===== src/rtl/ddr_port_arbiter.sv =====
// Round-robin owner arbiter that shares the single host DDR port among NUM_PORTS requesters.
// Ownership is held until the owner drops acquire and all of its read beats and write beats have completed.
module ddr_port_arbiter #(
    parameter int NUM_PORTS = 2,
    parameter int PEND_W    = 10
) (
    input  logic                   clk,
    input  logic                   reset,
    input  logic [NUM_PORTS-1:0]   req_acquire,
    input  logic [NUM_PORTS-1:0]   req_read,
    input  logic [NUM_PORTS-1:0]   req_write,
    input  logic [NUM_PORTS*32-1:0] req_addr,
    input  logic [NUM_PORTS*64-1:0] req_wdata,
    input  logic [NUM_PORTS*8-1:0] req_byteenable,
    input  logic [NUM_PORTS*8-1:0] req_burstcnt,
    output logic [NUM_PORTS-1:0]   req_busy,
    output logic [63:0]            req_rdata,
    output logic [NUM_PORTS-1:0]   req_rdata_ready,
    output logic                   host_acquire,
    output logic                   host_read,
    output logic                   host_write,
    output logic [31:0]            host_addr,
    output logic [63:0]            host_wdata,
    output logic [7:0]             host_byteenable,
    output logic [7:0]             host_burstcnt,
    input  logic                   host_busy,
    input  logic [63:0]            host_rdata,
    input  logic                   host_rdata_ready,
    output logic                   owner_valid,
    output logic [1:0]             owner_idx
);

    typedef enum logic [1:0] {IDLE, OWNED, DRAIN} state_t;

    state_t               state;
    state_t               state_next;
    logic [1:0]           last_grant;
    logic [1:0]           grant_idx;
    logic                 grant_found;
    logic [PEND_W-1:0]    pend_rd;
    logic [PEND_W-1:0]    pend_sum;
    logic [PEND_W-1:0]    pend_next;
    logic [7:0]           wr_left;
    logic [NUM_PORTS-1:0] own_sel;
    logic                 owner_acq;
    logic                 drained;
    logic                 rd_accept;
    logic                 wr_accept;

    always_comb begin
        own_sel = '0;
        for (int p = 0; p < NUM_PORTS; p++) begin
            own_sel[p] = owner_valid && (owner_idx == 2'(p));
        end
    end

    // Everything the host sees comes from the owning port only; with no owner the bus is all zeros.
    always_comb begin
        host_read       = 1'b0;
        host_write      = 1'b0;
        host_addr       = '0;
        host_wdata      = '0;
        host_byteenable = '0;
        host_burstcnt   = '0;
        owner_acq       = 1'b0;
        req_busy        = '1;
        req_rdata_ready = '0;
        for (int p = 0; p < NUM_PORTS; p++) begin
            if (own_sel[p]) begin
                host_read          = req_read[p];
                host_write         = req_write[p];
                host_addr          = req_addr[p*32 +: 32];
                host_wdata         = req_wdata[p*64 +: 64];
                host_byteenable    = req_byteenable[p*8 +: 8];
                host_burstcnt      = req_burstcnt[p*8 +: 8];
                owner_acq          = req_acquire[p];
                req_busy[p]        = host_busy;
                req_rdata_ready[p] = host_rdata_ready;
            end
        end
    end

    assign host_acquire = owner_valid;
    assign req_rdata    = host_rdata;

    // Search order starts just after the previous winner, so the outer loop decides priority.
    always_comb begin
        grant_idx   = last_grant;
        grant_found = 1'b0;
        for (int i = 1; i <= NUM_PORTS; i++) begin
            for (int p = 0; p < NUM_PORTS; p++) begin
                if (!grant_found && req_acquire[p] && (((int'(last_grant) + i) % NUM_PORTS) == p)) begin
                    grant_found = 1'b1;
                    grant_idx   = 2'(p);
                end
            end
        end
    end

    assign rd_accept = host_read & ~host_busy;
    assign wr_accept = host_write & ~host_busy;
    assign drained   = (pend_rd == '0) && (wr_left == '0) && !host_busy;

    // A stray beat with nothing outstanding must not wrap the counter.
    always_comb begin
        pend_sum  = pend_rd + (rd_accept ? PEND_W'(host_burstcnt) : '0);
        pend_next = pend_sum;
        if (host_rdata_ready && (pend_sum != '0)) begin
            pend_next = pend_sum - PEND_W'(1);
        end
    end

    always_comb begin
        state_next = state;
        case (state)
            IDLE: begin
                if (grant_found) begin
                    state_next = OWNED;
                end
            end
            OWNED: begin
                if (!owner_acq) begin
                    state_next = drained ? IDLE : DRAIN;
                end
            end
            DRAIN: begin
                if (owner_acq) begin
                    state_next = OWNED;
                end else if (drained) begin
                    state_next = IDLE;
                end
            end
            default: state_next = IDLE;
        endcase
    end

    always_ff @(posedge clk) begin
        if (reset) begin
            state       <= IDLE;
            owner_valid <= 1'b0;
            owner_idx   <= '0;
            last_grant  <= 2'(NUM_PORTS - 1);
            pend_rd     <= '0;
            wr_left     <= '0;
        end else begin
            state       <= state_next;
            owner_valid <= (state_next != IDLE);
            if ((state == IDLE) && grant_found) begin
                owner_idx  <= grant_idx;
                last_grant <= grant_idx;
            end
            pend_rd <= pend_next;
            if (wr_accept) begin
                if (wr_left == '0) begin
                    wr_left <= (host_burstcnt == '0) ? 8'd0 : host_burstcnt - 8'd1;
                end else begin
                    wr_left <= wr_left - 8'd1;
                end
            end
        end
    end

endmodule

===== config.mk =====
export PLATFORM = sky130hd
export DESIGN_NAME = ddr_port_arbiter
export DESIGN_NICKNAME = d
export VERILOG_FILES = /design/src/rtl/ddr_port_arbiter.sv
export SDC_FILE = /design/constraint.sdc
export NUM_CORES = 1
export LEC_CHECK = 0
export BUFFER_PORTS_ARGS = -buffer_cell sky130_fd_sc_hd__buf_2
export CAP_MARGIN = 20
export CORE_AREA = 3 3 188 190
export CTS_BUF_LIST = sky130_fd_sc_hd__clkbuf_8
export DETAILED_ROUTE_END_ITERATION = 6
export DIE_AREA = 0 0 191 193
export PLACE_DENSITY_LB_ADDON = 0.12
export SYNTH_ARGS = -nofsm -noshare
export SYNTH_HDL_FRONTEND = slang
export SYNTH_SLANG_ARGS = --single-unit

===== constraint.sdc =====
create_clock -name clk -period 10.65 [get_ports clk]
set_input_delay 0.5325 -clock clk [delete_from_list [all_inputs] [get_ports clk]]
set_output_delay 0.5325 -clock clk [all_outputs]
set_load 0.01 [all_outputs]

* After elaboration in Yosys (flattened, before gate mapping)
Index checks and enable logic that the tools add are counted.
Word-level totals: register bits 25, latch bits 0, bits in writable memories 0, memory bits (read-only) 0, input bits 298, word-level logic and storage cells 84, memories kept 0
Operators by class: add/sub/neg operators 6, $mul 0, div/mod/pow operators 0, magnitude comparators 0, equality and inequality tests 5, shift operators 0, muxes and demuxes 36, bitwise gates (word level) 5, reduce and logical (&&, ||, !) cells 26
Operators by type and width (number):
- two-way mux 64 bit | 2
- logical NOT 32 bit | 2
- two-way mux 32 bit | 2
- two-way mux 8 bit | 7
- two-way mux 2 bit | 9
- logical NOT 8 bit | 2
- subtractor 8 x 1 -> 8 bit (second input constant) | 2
- two-way mux 1 bit | 14
- logical AND 1 bit | 13
- adder 10 x 8 -> 10 bit | 1
- logical NOT 10 bit | 1
- two-way mux 10 bit | 1
- nonzero test 10 bit | 1
- subtractor 10 x 1 -> 10 bit (second input constant) | 1
- equality test 2 bit (second input constant) | 3
- case mux 2 bit (3 select lines) | 1
- equality test 2 x 1 -> 1 bit (second input constant) | 2
- logical NOT 1 bit | 4
- logical NOT 2 bit | 2
- adder 1 bit (second input constant) | 2
- AND 1 bit | 2
- AND 1 bit (first input constant) | 2
- nonzero test 2 bit | 1
- NOT 1 bit | 1

* Logic depth before layout (Yosys ltp)
Gate-level depths: netlist (run 1).
depth in word-level cells 20, mapped depth 16

* Worst setup path before layout (run 1)
Ideal clock, no wire load.
kind reg-to-reg, from register owner_idx[0], to register pend_rd[4], library setup time 0.121 ns, data arrival time 3.742 ns, data required time 10.529 ns, path slack 6.786 ns, stages on the path, launching flop included 17, path buffers 3, period minus slack after synthesis 3.864 ns, cells stage by stage dfxtp_1 -> clkbuf_1 -> buf_2 -> mux2i_1 -> nor2b_1 -> nand2b_1 -> clkbuf_1 -> nor2_1 -> ha_1 -> fa_1 -> a211oi_1 -> o21ai_1 -> a21o_1 -> nor3b_1 -> a311o_1 -> a211oi_2 -> mux2_4
On the way: word-level cells in the longest chain between the ends 10, elaborated cells on any way between the ends 15, classes of those cells add/sub: 2; eq/ne: 1; mux: 6; bitwise: 1; reduce/logical: 5
RTL lines:
- start, declared | line 30 | output logic [1:0] owner_idx
- start signal, assigned | line 149 | owner_idx <= grant_idx;
- logical NOT 2 bit | line 53 | own_sel[p] = owner_valid && (owner_idx == 2'(p));
- logical AND 1 bit | line 53
- two-way mux 1 bit | line 69 | if (own_sel[p]) begin
- two-way mux 1 bit * | line 69
- net host_read | line 20 | output logic host_read,
- AND 1 bit * | line 100 | assign rd_accept = host_read & ~host_busy;
- two-way mux 8 bit * | line 106 | pend_sum = pend_rd + (rd_accept ? PEND_W'(host_burstcnt) : '0);
- adder 10 x 8 -> 10 bit * | line 106
- branches (longest 2 deep; another with subtractor 10 x 1 -> 10 bit)
- two-way mux 10 bit * | line 108 | if (host_rdata_ready && (pend_sum != '0)) begin
- end signal, assigned | line 152 | pend_rd <= pend_next;
- end, declared | line 40 | logic [PEND_W-1:0] pend_rd;
Mark *: on every way through the listed nets, which the timed path passes. A chain may end at the register's enable or synchronous reset.

* Worst setup path in the final report (run 1)
from register owner_idx[0], to register pend_rd[8]
On the way: word-level cells in the longest chain between the ends 10, elaborated cells on any way between the ends 15, classes of those cells add/sub: 2; eq/ne: 1; mux: 6; bitwise: 1; reduce/logical: 5
RTL lines (line):
- logical NOT 2 bit | 53
- logical AND 1 bit | 53
- two-way mux 1 bit (2 in a row) | 69
- AND 1 bit | 100
- two-way mux 8 bit * | 106
- adder 10 x 8 -> 10 bit * | 106
- branches (longest 2 deep; another with subtractor 10 x 1 -> 10 bit)
- two-way mux 10 bit * | 108
Mark *: on every way between the ends.

==> metrics, run 1 <==
Pre-antenna DRT Iters 4; dpl cells 1,292; drt drc 0; Num CTS Buffers 3; worst skew pair latency 0.28 ns; M3 GR Usage 0.0503; ys flop type dfxtp_1; status completed; crit-path max FO 52; P per Cell Area 176 mW/mm^2; Leak Pwr 3.00 nW; Final setup viols 0; synthesized net count 900; Setup crit end kind register; Register Area 468 um^2; Hold/Removal Path Class register to register; CTS H-tree depth 1; leading area contributor after synthesis mux2i_1; CP delay by family, top compound AO/OA/AOI/OAI gates; die height 193 um; overall power consumption 0.00111 W; Max Clk Rate 215 MHz; worst hold path startpoint wr_left[4]$_SDFFE_PP0P_; Post-DRT Antenna Nets 0; Worst EP arrival 4.83 ns; #FFs+latches synth 23; initial antenna violation count 20; Area contributors post-synth mux2i_1 24%, nor2b_1 16%, buf_4 11%, dfxtp_1 10%, ha_1 3.3%; WP buf/inv 1; post-CTS sizing 0; asr flop ratio synth 0; Switching Share 0.520; Post-Route Setup TNS 0 ns; # nets final 1,160; cells along the critical path buf_4 -> mux2_2 -> nand2_1 -> nor2_1 -> ha_1 -> fa_1 -> a211oi_1 -> o21ai_1 -> a21o_1 -> nor3b_1 -> a311o_1 -> a21oi_1 -> mux2_1; met2 GRT Util 0.204; Syn Area/Cell 7.71 um^2; RR Startpoint owner_idx[0]$_SDFFE_PP0P_; met1 Track Usage GR 0.144; Final Skew 0.00290 ns; Worst VDD drop 0.000146 V; clock power share 0.054; Psw 0.000577 W; Flop pwr share 0.147; Clock Pin Slew Worst Setup and Hold Paths 0.09 ns; Total Routing Usage GR 0.121; worst-margin pin slew 0.880 ns; GRT Max-Usage Layer met2; number of synthesized flops with an enable pin 0; die width 191 um; CTS max path bufs 2; slowest CP cell buf_4; dpl hpwl 21,800 um; Hold EP wr_left[4]$_SDFFE_PP0P_; Via density 3.93; Post-Layout Cell Count 1,300; Pint 0.000533 W; RSZ-0062 raised after global routing false; CP peak stage delay 0.74 ns; RD Place Congestion 0.757; Hold-fix buffers, CTS 0; Req. time, crit path 10.83 ns; total gr overflow 0; via count 5,104; Core Util, Final 0.188; Yosys warning total 0; layout cells sized above 1 0.456; sequential area share after synthesis 0.101; hold path cells 2; total wire length 25,100 um; root buf cell clkbuf_8; largest net degree at the start of global routing 105; I/O Buffers 354; area of the multi-input gates 0.00338 mm^2; Pins Over Slew Limit 0; cells on worst reg2reg path 13; R2R Path End pend_rd[8]$_SDFF_PP0_; Critical Path Start Type register; initial core utilization 0.135; mapped cell area 0.00454 mm^2; power share of the combinational group 0.800; Rel. slew slack 0.413; io pins 484; reg-to-reg slack, setup 6.00 ns; cell count after synthesis 589; die area 0.0369 mm^2; CTS Sinks 23; vias in the first global route 4,727; num rows 67; number of max-cap violations 0; Tcrit/Tclk final 0.437; CTS tree yes; Setup Crit Path Kind register to register; first-pass GRT wire length 32,700 um; first-iteration detailed-routing DRC count 203; core area 0.0336 mm^2; Yosys cell types 65; Tmin final 4.65 ns; fill count 3,877; synthesis-to-finish area growth 39.1%; Synth top area share 0.238; Post-CTS Setup Bufs 0; Final Hold Viols 0; routed len/inst 19.3 um
metrics by stage:
| step | setup WS (ns) | hold slack, ns | area (um^2) |
|---|---|---|---|
| 5_1_grt | 5.66 | 0.509 | 6310 |
| 6_report | 6.00 | 0.472 | 6320 |
| 2_1_floorplan | 6.79 | 0.440 | 4540 |
| 3_5_place_dp | 5.95 | 0.462 | 6260 |
| 3_3_place_gp | 5.95 | 0.465 | 6260 |
| 4_1_cts | 5.92 | 0.481 | 6310 |
cells in the final DEF (no fill, tap or decap), types with 3 or more instances in the layout:
| cell type | netlist | final |
|---|---|---|
| clkbuf_8 | 0 | 3 |
| a21oi_1 | 20 | 20 |
| o21ai_2 | 3 | 3 |
| inv_1 | 14 | 14 |
| xnor2_1 | 7 | 7 |
| mux2_1 | 7 | 7 |
| nor3_1 | 9 | 9 |
| nand3_1 | 4 | 4 |
| xor2_1 | 3 | 3 |
| diode_2 | 0 | 4 |
| nor2b_1 | 116 | 116 |
| o21ai_1 | 6 | 6 |
| dfxtp_1 | 23 | 21 |
| o21ai_0 | 7 | 7 |
| mux2_2 | 8 | 8 |
| nor2_1 | 36 | 36 |
| mux2i_1 | 108 | 108 |
| nand4_1 | 8 | 8 |
| a211oi_2 | 3 | 3 |
| nand2b_1 | 3 | 3 |
| buf_4 | 66 | 4 |
| a211o_1 | 3 | 3 |
| ha_1 | 12 | 12 |
| buf_2 | 13 | 354 |
| nand2_1 | 27 | 27 |
| a211oi_1 | 4 | 4 |
routing by layer:
metal  vias up  part of all wire  wire length [um]
met5         -            0.0049               124
met4        18             0.018               460
met3        63              0.11              2860
met2       248              0.48             12000
met1      2267              0.39              9670
li1       2508                 -                 -
Yosys cell counts (3+ instances only):
library cell and n:
buf_2 13, nor2b_1 116, a211oi_2 3, a211oi_1 4, dfxtp_1 23, nor3_1 9, nand3_1 4, o21ai_0 7
a211o_1 3, xor2_1 3, mux2_1 7, inv_1 14, ha_1 12, o21ai_2 3, buf_4 66, o21ai_1 6
nand2_1 27, mux2_2 8, mux2i_1 108, a21oi_1 20, clkbuf_1 22, nand2b_1 3, xnor2_1 7, nor2_1 36
nand4_1 8
registers in the layout, indices dropped and copies added, names as in the netlist:
signal        flops
pend_rd          10
wr_left           8
state             2
host_acquire      1
last_grant        1
owner_idx         1
power groups by stage:
stage / sequential, W / clock (W) / combinational, W
2_1_floorplan: 0.000132 / 0 / 0.000626
3_3_place_gp: 0.000169 / 0 / 0.000920
3_5_place_dp: 0.000165 / 0 / 0.000905
4_1_cts: 0.000163 / 0.0000629 / 0.000909
5_1_grt: 0.000169 / 0.0000665 / 0.000982
6_report: 0.000163 / 0.0000595 / 0.000888
worst register-to-register path, cell delays in order (launching register included):
cell and delay, ns:
dfxtp_4 0.58, buf_4 0.74, mux2_2 0.42, nand2_1 0.17
nor2_1 0.08, ha_1 0.24, fa_1 0.44, a211oi_1 0.42
o21ai_1 0.16, a21o_1 0.21, nor3b_1 0.16, a311o_1 0.37
a21oi_1 0.23, mux2_1 0.34
how the worst max path moves through the flow:
stage	start	to	slack (ns)	cells past startpoint
5_1_grt	owner_idx[0]$_SDFFE_PP0P_	pend_rd[2]$_SDFF_PP0_	5.66	13
3_3_place_gp	owner_idx[0]$_SDFFE_PP0P_	pend_rd[2]$_SDFF_PP0_	5.95	13
6_report	owner_idx[0]$_SDFFE_PP0P_	pend_rd[8]$_SDFF_PP0_	6.00	13
4_1_cts	owner_idx[0]$_SDFFE_PP0P_	pend_rd[3]$_SDFF_PP0_	5.92	13
3_5_place_dp	owner_idx[0]$_SDFFE_PP0P_	pend_rd[4]$_SDFF_PP0_	5.95	13
2_1_floorplan	owner_idx[0]$_SDFFE_PP0P_	pend_rd[4]$_SDFF_PP0_	6.79	16
cells by family (layout without fill, tap and decap cells):
| group | count (synthesis) | after routing | share of synthesized area |
|---|---|---|---|
| XOR/XNOR | 10 | 10 | 0.0193 |
| adder cells (fa/ha/maj) | 13 | 13 | 0.0375 |
| multiplexers | 125 | 125 | 0.282 |
| AND/OR/NAND/NOR | 223 | 223 | 0.274 |
| buffers and inverters | 117 | 376 | 0.155 |
| flip-flops | 23 | 23 | 0.101 |
| other | 1 | 5 | 0.000826 |
| AO/OA/AOI/OAI | 77 | 77 | 0.131 |
area by class of cell:
type                            instances  area share
Multi-Input combinational cell        449       0.535
Timing Repair Buffer                  358       0.285
Tap cell                              448      0.0887
Sequential cell                        23      0.0741
Inverter                               14     0.00832
Clock buffer                            3     0.00654
Antenna cell                            4     0.00158
Clock inverter                          1    0.000792
Note: power is estimated with default switching activity, not from simulation.
==> run 2, diff against run 1 <==
--- a/config.mk
+++ b/config.mk
@@ -5,12 +5,13 @@
 export SDC_FILE = /design/constraint.sdc
 export NUM_CORES = 1
 export LEC_CHECK = 0
+export ABC_AREA = 1
 export BUFFER_PORTS_ARGS = -buffer_cell sky130_fd_sc_hd__buf_2
 export CAP_MARGIN = 20
-export CORE_AREA = 3 3 188 190
+export CORE_AREA = 3 3 189 191
 export CTS_BUF_LIST = sky130_fd_sc_hd__clkbuf_8
 export DETAILED_ROUTE_END_ITERATION = 6
-export DIE_AREA = 0 0 191 193
+export DIE_AREA = 0 0 192 194
 export PLACE_DENSITY_LB_ADDON = 0.12
 export SYNTH_ARGS = -nofsm -noshare
 export SYNTH_HDL_FRONTEND = slang
==> constraint.sdc (replaced) <==
create_clock -name clk -period 3.9 [get_ports clk]
set_input_delay 0.195 -clock clk [delete_from_list [all_inputs] [get_ports clk]]
set_output_delay 0.195 -clock clk [all_outputs]
set_load 0.01 [all_outputs]
==> metrics, run 2 <==
drt drc 0; Post-Route Setup TNS 0 ns; Post-Layout Cell Count 1,283; CTS max path bufs 2; biggest regs pend_rd (10), wr_left (8), state (2); die width 192 um; Final Hold Viols 0; Final setup viols 0; power share of the combinational group 0.821; Largest Register pend_rd; largest net degree at the start of global routing 67; CP peak stage delay 0.45 ns; Rel. slew slack 0.517; Setup Crit Path Kind register to register; Pint 0.00137 W; cells along the critical path inv_2 -> nand2_4 -> inv_4 -> a22o_1 -> nand2_1 -> nor2_1 -> ha_1 -> fa_1 -> nand2_1 -> nand2_2 -> nand3_1 -> nand2_1 -> nand2_1 -> nand2_1 -> nor2_4 -> nand3_4 -> nand2_4 -> nand2_1 -> a21oi_1; initial antenna violation count 14; Post-DRT Antenna Nets 0; leading area contributor after synthesis a22o_1; routed len/inst 18.8 um; first-iteration detailed-routing DRC count 201; Synth top area share 0.251; cell count after synthesis 553; crit-path max FO 10; first-pass GRT wire length 33,100 um; P per Cell Area 564 mW/mm^2; CP delay by family, top simple AND/OR/NAND/NOR gates; Pre-antenna DRT Iters 4; dpl cells 1,275; Switching Share 0.564; post-CTS sizing 0; clock power share 0.056; total wire length 24,200 um; sequential area share after synthesis 0.123; Pins Over Slew Limit 0; io pins 484; RD Place Congestion 0.759; Syn Area/Cell 6.75 um^2; Hold/Removal Path Class primary input to register; total gr overflow 0; CTS Sinks 23; Final Skew 0.0180 ns; die area 0.0372 mm^2; via count 4,812; Num CTS Buffers 3; Worst VDD drop 0.000151 V; Area contributors post-synth a22o_1 25%, buf_4 13%, dfxtp_1 12%, nand2_1 8.2%, inv_1 6.1%; Setup crit end kind register; synthesis-to-finish area growth 49.4%; core area 0.0343 mm^2; RSZ-0062 raised after global routing false; Tcrit/Tclk final 0.827; top-count cell post-synth a22o_1; die height 194 um; num rows 68; #FFs+latches synth 23; asr flop ratio synth 0; Clock Pin Slew Worst Setup and Hold Paths 0.12 ns; commonest non-fill, non-tap cell in the layout buf_2; vias in the first global route 4,816; Post-CTS Setup Bufs 0; mapped cell area 0.00373 mm^2; Req. time, crit path 4.11 ns; Critical Path Start Type register; number of max-cap violations 0; worst-margin pin slew 0.724 ns; Yosys cell types 35; ys flop type dfxtp_1; Via density 3.75; Max Clk Rate 310 MHz; layout cells sized above 1 0.485; worst skew pair latency 0.29 ns; Psw 0.00177 W; slowest CP cell dfxtp_1; synthesized net count 864; WP buf/inv 2; most frequent cells in the layout 354 x buf_2, 107 x a22o_1, 82 x nand2_1; # nets final 1,136; Yosys warning total 0; Hold-fix buffers, CTS 0; root buf cell clkbuf_8; Leak Pwr 3.19 nW; max reg flops 10; I/O Buffers 354; Total Routing Usage GR 0.121; Flop pwr share 0.123; CTS H-tree depth 1; synth cell count leaders 107 x a22o_1, 82 x nand2_1, 66 x buf_4; Worst EP arrival 3.44 ns; status completed; CP dominant cell by count nand2_1; initial core utilization 0.109; Tmin final 3.22 ns; number of synthesized flops with an enable pin 0; CTS tree yes; dpl hpwl 21,100 um
run 2: cell types whose count changed after synthesis, moves of 8 or more:
cell / before / now
inv_2: 0 / 11
buf_2: 13 / 2
inv_1: 14 / 61
mux2i_1: 108 / 0
mux2_2: 8 / 0
xor2_1: 3 / 11
nand3_1: 4 / 28
nand2_1: 27 / 82
nor2b_1: 116 / 0
a22o_1: 1 / 107
run 2: area by class of cell:
cell class	count	area [um^2]
fill	3979	28700
multi-input combinational	367	2410
timing repair buffer	358	1800
tap	455	569
sequential	23	460
inverter	72	275
clock buffer	3	41.3
antenna	4	10.0
clock inverter	1	7.51
run 2: per-layer routing:
| layer | part of all wire | up-vias | track usage | wire length, um |
|---|---|---|---|---|
| met3 | 0.10 | 38 | 0.0466 | 2480 |
| met5 | 0.0043 | - | 0 | 105 |
| met1 | 0.39 | 2121 | 0.141 | 9520 |
| met2 | 0.48 | 244 | 0.215 | 11600 |
| met4 | 0.018 | 16 | 0.0165 | 433 |
| li1 | - | 2393 | - | - |
run 2: path summary, 6_finish.rpt:
path	start	end	slack, ns	cells after the start
worst max-delay path	owner_idx[0]$_SDFFE_PP0P_	pend_rd[3]$_SDFF_PP0_	0.68	19
worst min-delay path	reset	pend_rd[4]$_SDFF_PP0_	0.23	2
worst max register to register	owner_idx[0]$_SDFFE_PP0P_	pend_rd[3]$_SDFF_PP0_	0.68	19
worst min register to register	last_grant[0]$_SDFFE_PP1P_	last_grant[0]$_SDFFE_PP1P_	0.47	2
run 2: logic make-up (layout without fill, tap and decap cells):
group | after synthesis | count (layout) | share of synthesized area
compound gates | 157 | 157 | 0.334
xor+xnor | 13 | 13 | 0.0305
fa+ha+maj | 13 | 13 | 0.0456
buf+inv | 163 | 434 | 0.231
flops | 23 | 23 | 0.123
other cells | 1 | 5 | 0.00101
simple gates | 183 | 183 | 0.235
run 2: metrics by stage:
stage          hold WS [ns]  cell area [um^2]  setup WS, ns  total power, W   util
2_1_floorplan         0.374              3730         0.977         0.00208      -
3_3_place_gp          0.390              5520         0.715         0.00309  0.161
3_5_place_dp          0.390              5520         0.658         0.00304  0.161
4_1_cts               0.230              5560         0.642         0.00323  0.162
5_1_grt               0.240              5560         0.383         0.00349  0.162
6_report              0.229              5570         0.677         0.00314  0.163
run 2: power by group through the flow:
stage | sequential [W] | clock [W] | combinational [W]
2_1_floorplan | 0.000369 | 0 | 0.00171
3_3_place_gp | 0.000400 | 0 | 0.00269
3_5_place_dp | 0.000394 | 0 | 0.00265
4_1_cts | 0.000387 | 0.000187 | 0.00265
5_1_grt | 0.000397 | 0.000197 | 0.00289
6_report | 0.000386 | 0.000176 | 0.00258
